`src/rtl/inst_mem_banked.sv`:
```
// inst_mem_banked: multi-bank instruction memory with a registered fetch port and a valid/ready program loader
module inst_mem_banked #(
    parameter int WIDTH = 8,
    parameter int ADDR_W = 8,
    parameter int NUM_BANKS = 2,
    parameter logic [WIDTH-1:0] FILL = WIDTH'(8'hFF),
    localparam int BANK_W = (NUM_BANKS > 1) ? $clog2(NUM_BANKS) : 1
) (
    input  logic              clk_i,
    input  logic              rst_n_i,
    input  logic              fetch_en_i,
    input  logic [BANK_W-1:0] bank_sel_i,
    input  logic [ADDR_W-1:0] address_i,
    output logic [WIDTH-1:0]  instruction_o,
    output logic              valid_o,
    input  logic              load_start_i,
    input  logic [BANK_W-1:0] load_bank_i,
    input  logic              load_valid_i,
    input  logic [WIDTH-1:0]  load_data_i,
    input  logic              load_last_i,
    output logic              load_ready_o,
    output logic              load_done_o,
    output logic              busy_o
);
    localparam int DEPTH = 1 << ADDR_W;
    localparam logic [ADDR_W:0] LAST_CNT = (ADDR_W + 1)'(DEPTH - 1);

    typedef enum logic [1:0] {IDLE, LOAD, DONE} state_t;

    state_t            r_state, w_next;
    logic [BANK_W-1:0] r_bank;
    logic [ADDR_W:0]   r_wcnt;
    logic [ADDR_W:0]   r_len [NUM_BANKS];
    logic [WIDTH-1:0]  r_mem [NUM_BANKS][DEPTH];
    logic [WIDTH-1:0]  r_instr;
    logic              r_valid;

    logic              w_start, w_hs, w_bank_ok, w_hit;
    logic [BANK_W-1:0] w_fbank;

    assign w_start   = load_start_i && (int'(load_bank_i) < NUM_BANKS);
    assign w_hs      = load_valid_i && (r_state == LOAD);
    assign w_bank_ok = int'(bank_sel_i) < NUM_BANKS;
    assign w_fbank   = w_bank_ok ? bank_sel_i : '0;
    // A bank being (re)loaded is hidden so a partial program is never fetched
    assign w_hit     = w_bank_ok && ({1'b0, address_i} < r_len[w_fbank])
                       && !((r_state != IDLE) && (r_bank == bank_sel_i));

    assign instruction_o = r_instr;
    assign valid_o       = r_valid;

    // Loader FSM state register
    always_ff @(posedge clk_i or negedge rst_n_i) begin
        if (!rst_n_i) r_state <= IDLE;
        else          r_state <= w_next;
    end

    // Next state and state-decoded loader outputs
    always_comb begin
        w_next       = IDLE;
        load_ready_o = 1'b0;
        busy_o       = 1'b0;
        load_done_o  = 1'b0;
        if (r_state == IDLE)
            w_next = w_start ? LOAD : IDLE;
        else if (r_state == LOAD) begin
            w_next       = (w_hs && (load_last_i || r_wcnt == LAST_CNT)) ? DONE : LOAD;
            load_ready_o = 1'b1;
            busy_o       = 1'b1;
        end else
            load_done_o  = 1'b1;
    end

    // Target bank, write counter and per-bank program lengths
    always_ff @(posedge clk_i or negedge rst_n_i) begin
        if (!rst_n_i) begin
            r_bank <= '0;
            r_wcnt <= '0;
            for (int b = 0; b < NUM_BANKS; b++) r_len[b] <= '0;
        end else begin
            if (r_state == IDLE && w_start) begin
                r_bank              <= load_bank_i;
                r_wcnt              <= '0;
                r_len[load_bank_i]  <= '0;
            end
            if (w_hs) r_wcnt <= r_wcnt + 1'b1;
            if (r_state == DONE) r_len[r_bank] <= r_wcnt;
        end
    end

    // Program storage, written one word per loader handshake
    always_ff @(posedge clk_i) begin
        if (w_hs) r_mem[r_bank][r_wcnt[ADDR_W-1:0]] <= load_data_i;
    end

    // Registered fetch; invalid locations return FILL
    always_ff @(posedge clk_i or negedge rst_n_i) begin
        if (!rst_n_i) begin
            r_instr <= FILL;
            r_valid <= 1'b0;
        end else begin
            r_valid <= fetch_en_i;
            if (fetch_en_i) r_instr <= w_hit ? r_mem[w_fbank][address_i] : FILL;
        end
    end
endmodule

```
`config.mk`:
```
export PLATFORM = sky130hd
export DESIGN_NAME = inst_mem_banked
export DESIGN_NICKNAME = d
export VERILOG_FILES = /design/src/rtl/inst_mem_banked.sv
export SDC_FILE = /design/constraint.sdc
export NUM_CORES = 2
export LEC_CHECK = 0
export CORE_UTILIZATION = 49
export CTS_BUF_LIST = sky130_fd_sc_hd__clkbuf_2 sky130_fd_sc_hd__clkbuf_4 sky130_fd_sc_hd__clkbuf_8
export DETAILED_ROUTE_END_ITERATION = 12
export SLEW_MARGIN = 20
export SYNTH_ARGS = -nofsm -noshare
export SYNTH_HDL_FRONTEND = slang
export SYNTH_SLANG_ARGS = --single-unit
```
`constraint.sdc`:
```
create_clock -name clk_i -period 3.1 [get_ports clk_i]
set_input_delay 0.775 -clock clk_i [delete_from_list [all_inputs] [get_ports clk_i]]
set_output_delay 0.775 -clock clk_i [all_outputs]
set_load 0.02 [all_outputs]
```
# After elaboration in Yosys (flattened, before gate mapping)
# Memory sizes are Yosys's and may differ from the RTL's.
# Index checks and enable logic that the tools add are counted.
# W data, S select, Z words.
# op_classes
n_eq_ne	4
add_sub_neg	1
n_lt_le_gt_ge	9
n_bitwise	7
multipliers	0
shift	0
muxes	28
div	0
reduce_logical	13
# ops
op	count
$mux W2048	1
$bmux W8 S8	1
$demux W8 S8	1
$mux W9	7
$mux W18	2
$mux W8	4
$and A18 B18 Y18	1
$bwmux W18	1
$demux W9 S1	2
$ge A9 B9 Y1 const B	2
$not A18 Y18	1
$not A8 Y9	2
$add A9 B1 Y9 const B	1
$eq A9 B8 Y1 const B	1
$lt A8 B9 Y1	1
$lt A9 B1 Y1 const B	1
$logic_and A1 B1 Y1	8
$ge A2 B2 Y1 const B	3
$mux W1	6
$mux W2	3
$not A1 Y2	3
$lt A2 B1 Y1 const B	2
$reduce_bool A2 Y1	2
$eq A2 B1 Y1 const B	1
5 further kinds	5
# word_totals
ramBits	4096
input_bits	24
romBits	0
mem_count	1
latchBits	0
out_inout_bits	12
elab_cells	70
reg_bits	39
# memory_table
name	words	word_bits	read_ports	rd_ports_with_merged_regs	write_ports	line	rtl
r_mem	2	2048	1	0	1	34	logic [WIDTH-1:0] r_mem [NUM_BANKS][DEPTH];

# Logic depth before layout (Yosys ltp)
# depth
ltp_word	10
depth_mapped	15

# Worst setup path after synthesis
# Ideal clock, no wire load.
# synth_path
kind	input-to-reg
start	input port bank_sel_i
end	register r_instr[1] (netlist: instruction_o[1])
arrival_time_ns	3.570
cell_stages	15
n_path_buf	7
slack_ns	-0.574
required_ns	2.997
path_cell_list	buf_6 > buf_4 > buf_6 > buf_4 > buf_4 > buf_4 > buf_2 > mux2i_1 > ha_1 > nor2_1 > a211oi_1 > a211oi_1 > o21ai_0 > a31oi_1 > o221ai_1
# synth_between
elab_chain_cells	7
word_cells_on_any_way	14
classes_between	order compare (1); eq/ne (1); mux (7); bitwise (1); reduce/logical (3); memory (1)
# synth_rtl
item	line	rtl
from (decl)	12	input logic [BANK_W-1:0] bank_sel_i,
parallel branches: the longest is 6 deep, another holds $mem_v2 Z2 W2048	-	
$mux W8 (*)	103	if (fetch_en_i) r_instr <= w_hit ? r_mem[w_fbank][address_i] : FILL;
to (signal assigned)	103	
to (decl)	35	logic [WIDTH-1:0] r_instr;
# Mark *: on every way between the ends. The select of a mux whose other input is x is not followed.
# A chain may end at the register's enable or synchronous reset.

# Worst setup path in the final report
# layout_path
start	input port bank_sel_i
end	register r_instr[0] (netlist: instruction_o[0])
# The elaborated chain is that of the path after synthesis.

==> metrics.log <==
INFO  metric outcome = finished, violations left
INFO  metric failed_checks = negative setup slack
INFO  metric worstHoldEndpoint = r_mem[1][758]
INFO  metric finalSetupTns = -26.1 ps
INFO  metric final.setup_skew = 69.1 ps
INFO  metric finalInstanceArea = 192,000 sq um
INFO  metric die_height = 575 microns
INFO  metric crit_required = 4210 ps
INFO  metric clk_transition_reported_paths = 60 ps
INFO  metric drc_errors = 0
INFO  metric share_of_cells_above_drive_strength_1 = 0.393
INFO  metric unrepaired_setup_endpoints_after_global_routing = false
INFO  metric ant_nets = 0
INFO  metric yosys-top-cells-count = 4,096 x sky130_fd_sc_hd__edfxtp_1, 1,110 x sky130_fd_sc_hd__mux4_2, 573 x sky130_fd_sc_hd__nor2_1, 255 x sky130_fd_sc_hd__nand2_1, 192 x sky130_fd_sc_hd__mux2i_1
INFO  metric timing.final.ws_setup = -26.1 ps
INFO  metric synth_nets = 7,400
INFO  metric max_slew_margin_vs_limit = 0.160
INFO  metric clock_tree.buffer_depth = 4
INFO  metric syn-cell-area = 161,000 sq um
INFO  metric globalRouteOverflowTotal = 0
INFO  metric synthMostInstantiatedCell = sky130_fd_sc_hd__edfxtp_1
INFO  metric numCtsBuffers = 673
INFO  metric slowest_delay = 560 ps
INFO  metric first_global_vias = 86.7k
INFO  metric synth-main-ff-cell = sky130_fd_sc_hd__edfxtp_1
INFO  metric syn_area_per_cell = 21.8 sq um
INFO  metric register_area_share_after_synthesis = 0.771
INFO  metric final_core_util = 0.590
INFO  metric grt_start_max_net_pins = 137
INFO  metric dr_total_vias = 85.2k
INFO  metric timing.hold.ws = 141 ps
INFO  metric period_minus_slack = 3130 ps
INFO  metric worst_r2r_endpoint = instruction_o[3]
INFO  metric detailed_placement_hpwl = 313 mm
INFO  metric ys.warnings.count = 0
INFO  metric worst_ep_arrival_time = 4240 ps
INFO  metric drt_iter0_markers = 10.2k
INFO  metric viasPerCell = 6.04
INFO  metric synthesis.instances = 7,364
INFO  metric synth_top_area_cell = sky130_fd_sc_hd__edfxtp_1
INFO  metric io_buffer_count = 35
INFO  metric timing.critical_path.fanout_max = 20
INFO  metric power.density = 608 nW/um^2
INFO  metric synth_edf_count = 4,096
INFO  metric placement.cell_area = 179,000 sq um
INFO  metric synth_top_cells_by_area = sky130_fd_sc_hd__edfxtp_1 76%, sky130_fd_sc_hd__mux4_2 16%, sky130_fd_sc_hd__nor2_1 1.3%, sky130_fd_sc_hd__mux2i_1 1.2%, sky130_fd_sc_hd__nand2_1 0.60%
INFO  metric hold_viol_final = 0
INFO  metric timing_worst_setup_path_type = input port to flop
INFO  metric min_delay_path_depth = 1
INFO  metric crit_path_start_kind = input port
INFO  metric leakage = 0.0636 uW
INFO  metric synth_seq_cells = 4,135
INFO  metric avgRoutedWirePerCell = 32.7 microns
INFO  metric netlist.area_leader.share = 0.765
INFO  metric crit_slowest_cell = sky130_fd_sc_hd__mux4_2
INFO  metric die_outline_area = 330,000 sq um
INFO  metric finalSetupViolCount = 1
INFO  metric totalWireLength = 462 mm
INFO  metric max_rail_drop_vdd = 0.438 mV
INFO  metric worst_setup_ep_type = flop
INFO  metric timing.hold.worst.class = input port to flop
INFO  metric reg2reg_slack = 180 ps
INFO  metric cts_htree_levels = 6
INFO  metric final_worst_path_period_share = 1.01
INFO  metric critical_path.most_common_cell = sky130_fd_sc_hd__buf_4
INFO  metric gpl.final_weighted_congestion = 0.953
INFO  metric ios = 36
INFO  metric cts_tree = yes
INFO  metric cts.root.buffer_cell = sky130_fd_sc_hd__clkbuf_8
INFO  metric floorplan.initialDensity = 0.494
INFO  metric drt-pass1-iter-count = 8
INFO  metric timing.reg2reg.worst_path_depth = 9
INFO  metric cts.sink_count = 4,135
INFO  metric floorplan.rows = 209
INFO  metric num-fill-cells = 23.8k
INFO  metric maxClockFrequency = 0.320 GHz
INFO  metric yosysUniqueCellTypes = 67
INFO  metric hold_start = load_data_i[6]
INFO  metric fp.dieW = 575 microns
INFO  metric coreArea = 325,000 sq um
INFO  metric multi_input_comb_area = 34,700 sq um
INFO  metric antenna_found_initial = 11
INFO  metric cp_cell_sequence = buf_16 > buf_12 > buf_12 > buf_4 > mux4_2 > mux4_2 > mux2i_2 > buf_4 > o21ai_0 > buf_4 > nand4_1 > o211ai_1
INFO  metric worst_r2r_startpoint = r_mem[0][459]
INFO  metric grt_pass1_wl = 650 mm
INFO  metric layout_area_growth_over_synthesis = 19.4%
INFO  metric worst-slew-pin-transition = 1250 ps
INFO  metric maxCapViolCount = 0
INFO  metric grt_usage = 0.280
INFO  metric preCtsSetupSlack = -1490 ps
INFO  metric async_reset_ff_frac = 0.00943
INFO  metric worst_skew_pair.late_latency = 1210 ps
INFO  metric nets = 9,273
INFO  metric timing_max_transition_violations_final = 0
INFO  metric ff_latch_area = 124,000 sq um
[report_power, final]
part	internal [uW]	switching (uW)	total, uW
combinational	3220	5280	8500
clock	24700	21800	46500
sequential	61600	183	61800
total	89600	27200	117000
[cell usage in the layout (no fill, tap or decap), drive strengths merged, types with 9 or more instances in the layout]
master       n
a2111oi     14
a211oi      24
a21oi       36
a221oi       9
a22o        21
a22oi       37
a31oi       18
and2        19
buf       1613
bufinv      22
clkbuf     877
clkinv     258
clkinvlp    13
dfrtp       31
diode       16
edfxtp    4096
ha          12
inv         46
mux2        34
mux2i      192
mux4      1110
nand2      255
nand2b      17
nand3       89
nand4       19
nor2       573
nor2b       18
nor3        46
nor4        14
o211ai      18
o21ai       44
o221ai      12
o22ai       64
or2         11
[registers in the layout, summed over array words and instances (netlist names)]
| register | count |
|---|---|
| r_bank | 1 |
| r_mem | 4096 |
| instruction_o | 8 |
| r_state | 2 |
| r_len | 18 |
| valid_o | 1 |
| r_wcnt | 9 |
[layout make-up]
class / count / share of cell area
Sequential cell: 4135 / 0.646
Multi-Input combinational cell: 2779 / 0.180
Timing Repair Buffer: 1638 / 0.0773
Clock buffer: 877 / 0.0563
Tap cell: 4325 / 0.0282
Clock inverter: 329 / 0.0117
Inverter: 10 / 0.000326
Antenna cell: 16 / 0.000208
[kinds of logic (layout without fill, tap and decap cells)]
logic type | after synthesis | in the layout | share of synthesized area
buf+inv | 450 | 2854 | 0.0148
simple gates | 1087 | 1087 | 0.0285
mux | 1336 | 1336 | 0.170
fa+ha+maj | 12 | 12 | 0.000934
xor+xnor | 1 | 1 | 0.0000545
other cells | 0 | 16 | 0
flops | 4135 | 4135 | 0.771
compound gates | 343 | 343 | 0.0150
[timing repair]
action,CTS,global route
pin swaps,0,0
gates resized for setup,39,2
setup endpoints to repair,13,2
hold endpoints to repair,144,0
setup buffers,9,0
hold buffers,8,0
[layer usage]
| layer | track usage | wire length (microns) | part of all wire |
|---|---|---|---|
| met5 | 0 | 13 | 0.000028 |
| met4 | 0.116 | 20600 | 0.045 |
| met3 | 0.0601 | 40700 | 0.088 |
| met2 | 0.437 | 217000 | 0.47 |
| met1 | 0.387 | 183000 | 0.40 |
[worst max path at each step]
stage | startpoint | to | cells past startpoint
after global routing | bank_sel_i | instruction_o[0] | 12
after CTS | instruction_o[0] | instruction_o[0] | 1
after floorplan | bank_sel_i | instruction_o[1] | 15
after detailed placement | bank_sel_i | instruction_o[3] | 11
final | bank_sel_i | instruction_o[0] | 12
after global placement | bank_sel_i | instruction_o[3] | 11
[worst max-delay path, delay by kind of cell]
family	cells	cell delay, ps
and+or+nand+nor	1	80
muxes	3	1430
buffers and inverters	6	1420
AOI/OAI and AO/OA	2	380
[through the flow]
stage | power, uW | std cells
6_report | 117000 | 14100
5_1_grt | 120000 | 14100
4_1_cts | 118000 | 14100
3_5_place_dp | 71300 | 12900
3_3_place_gp | 71200 | 12900
2_1_floorplan | 66300 | 7364
Note: power is estimated with default switching activity, not from simulation.
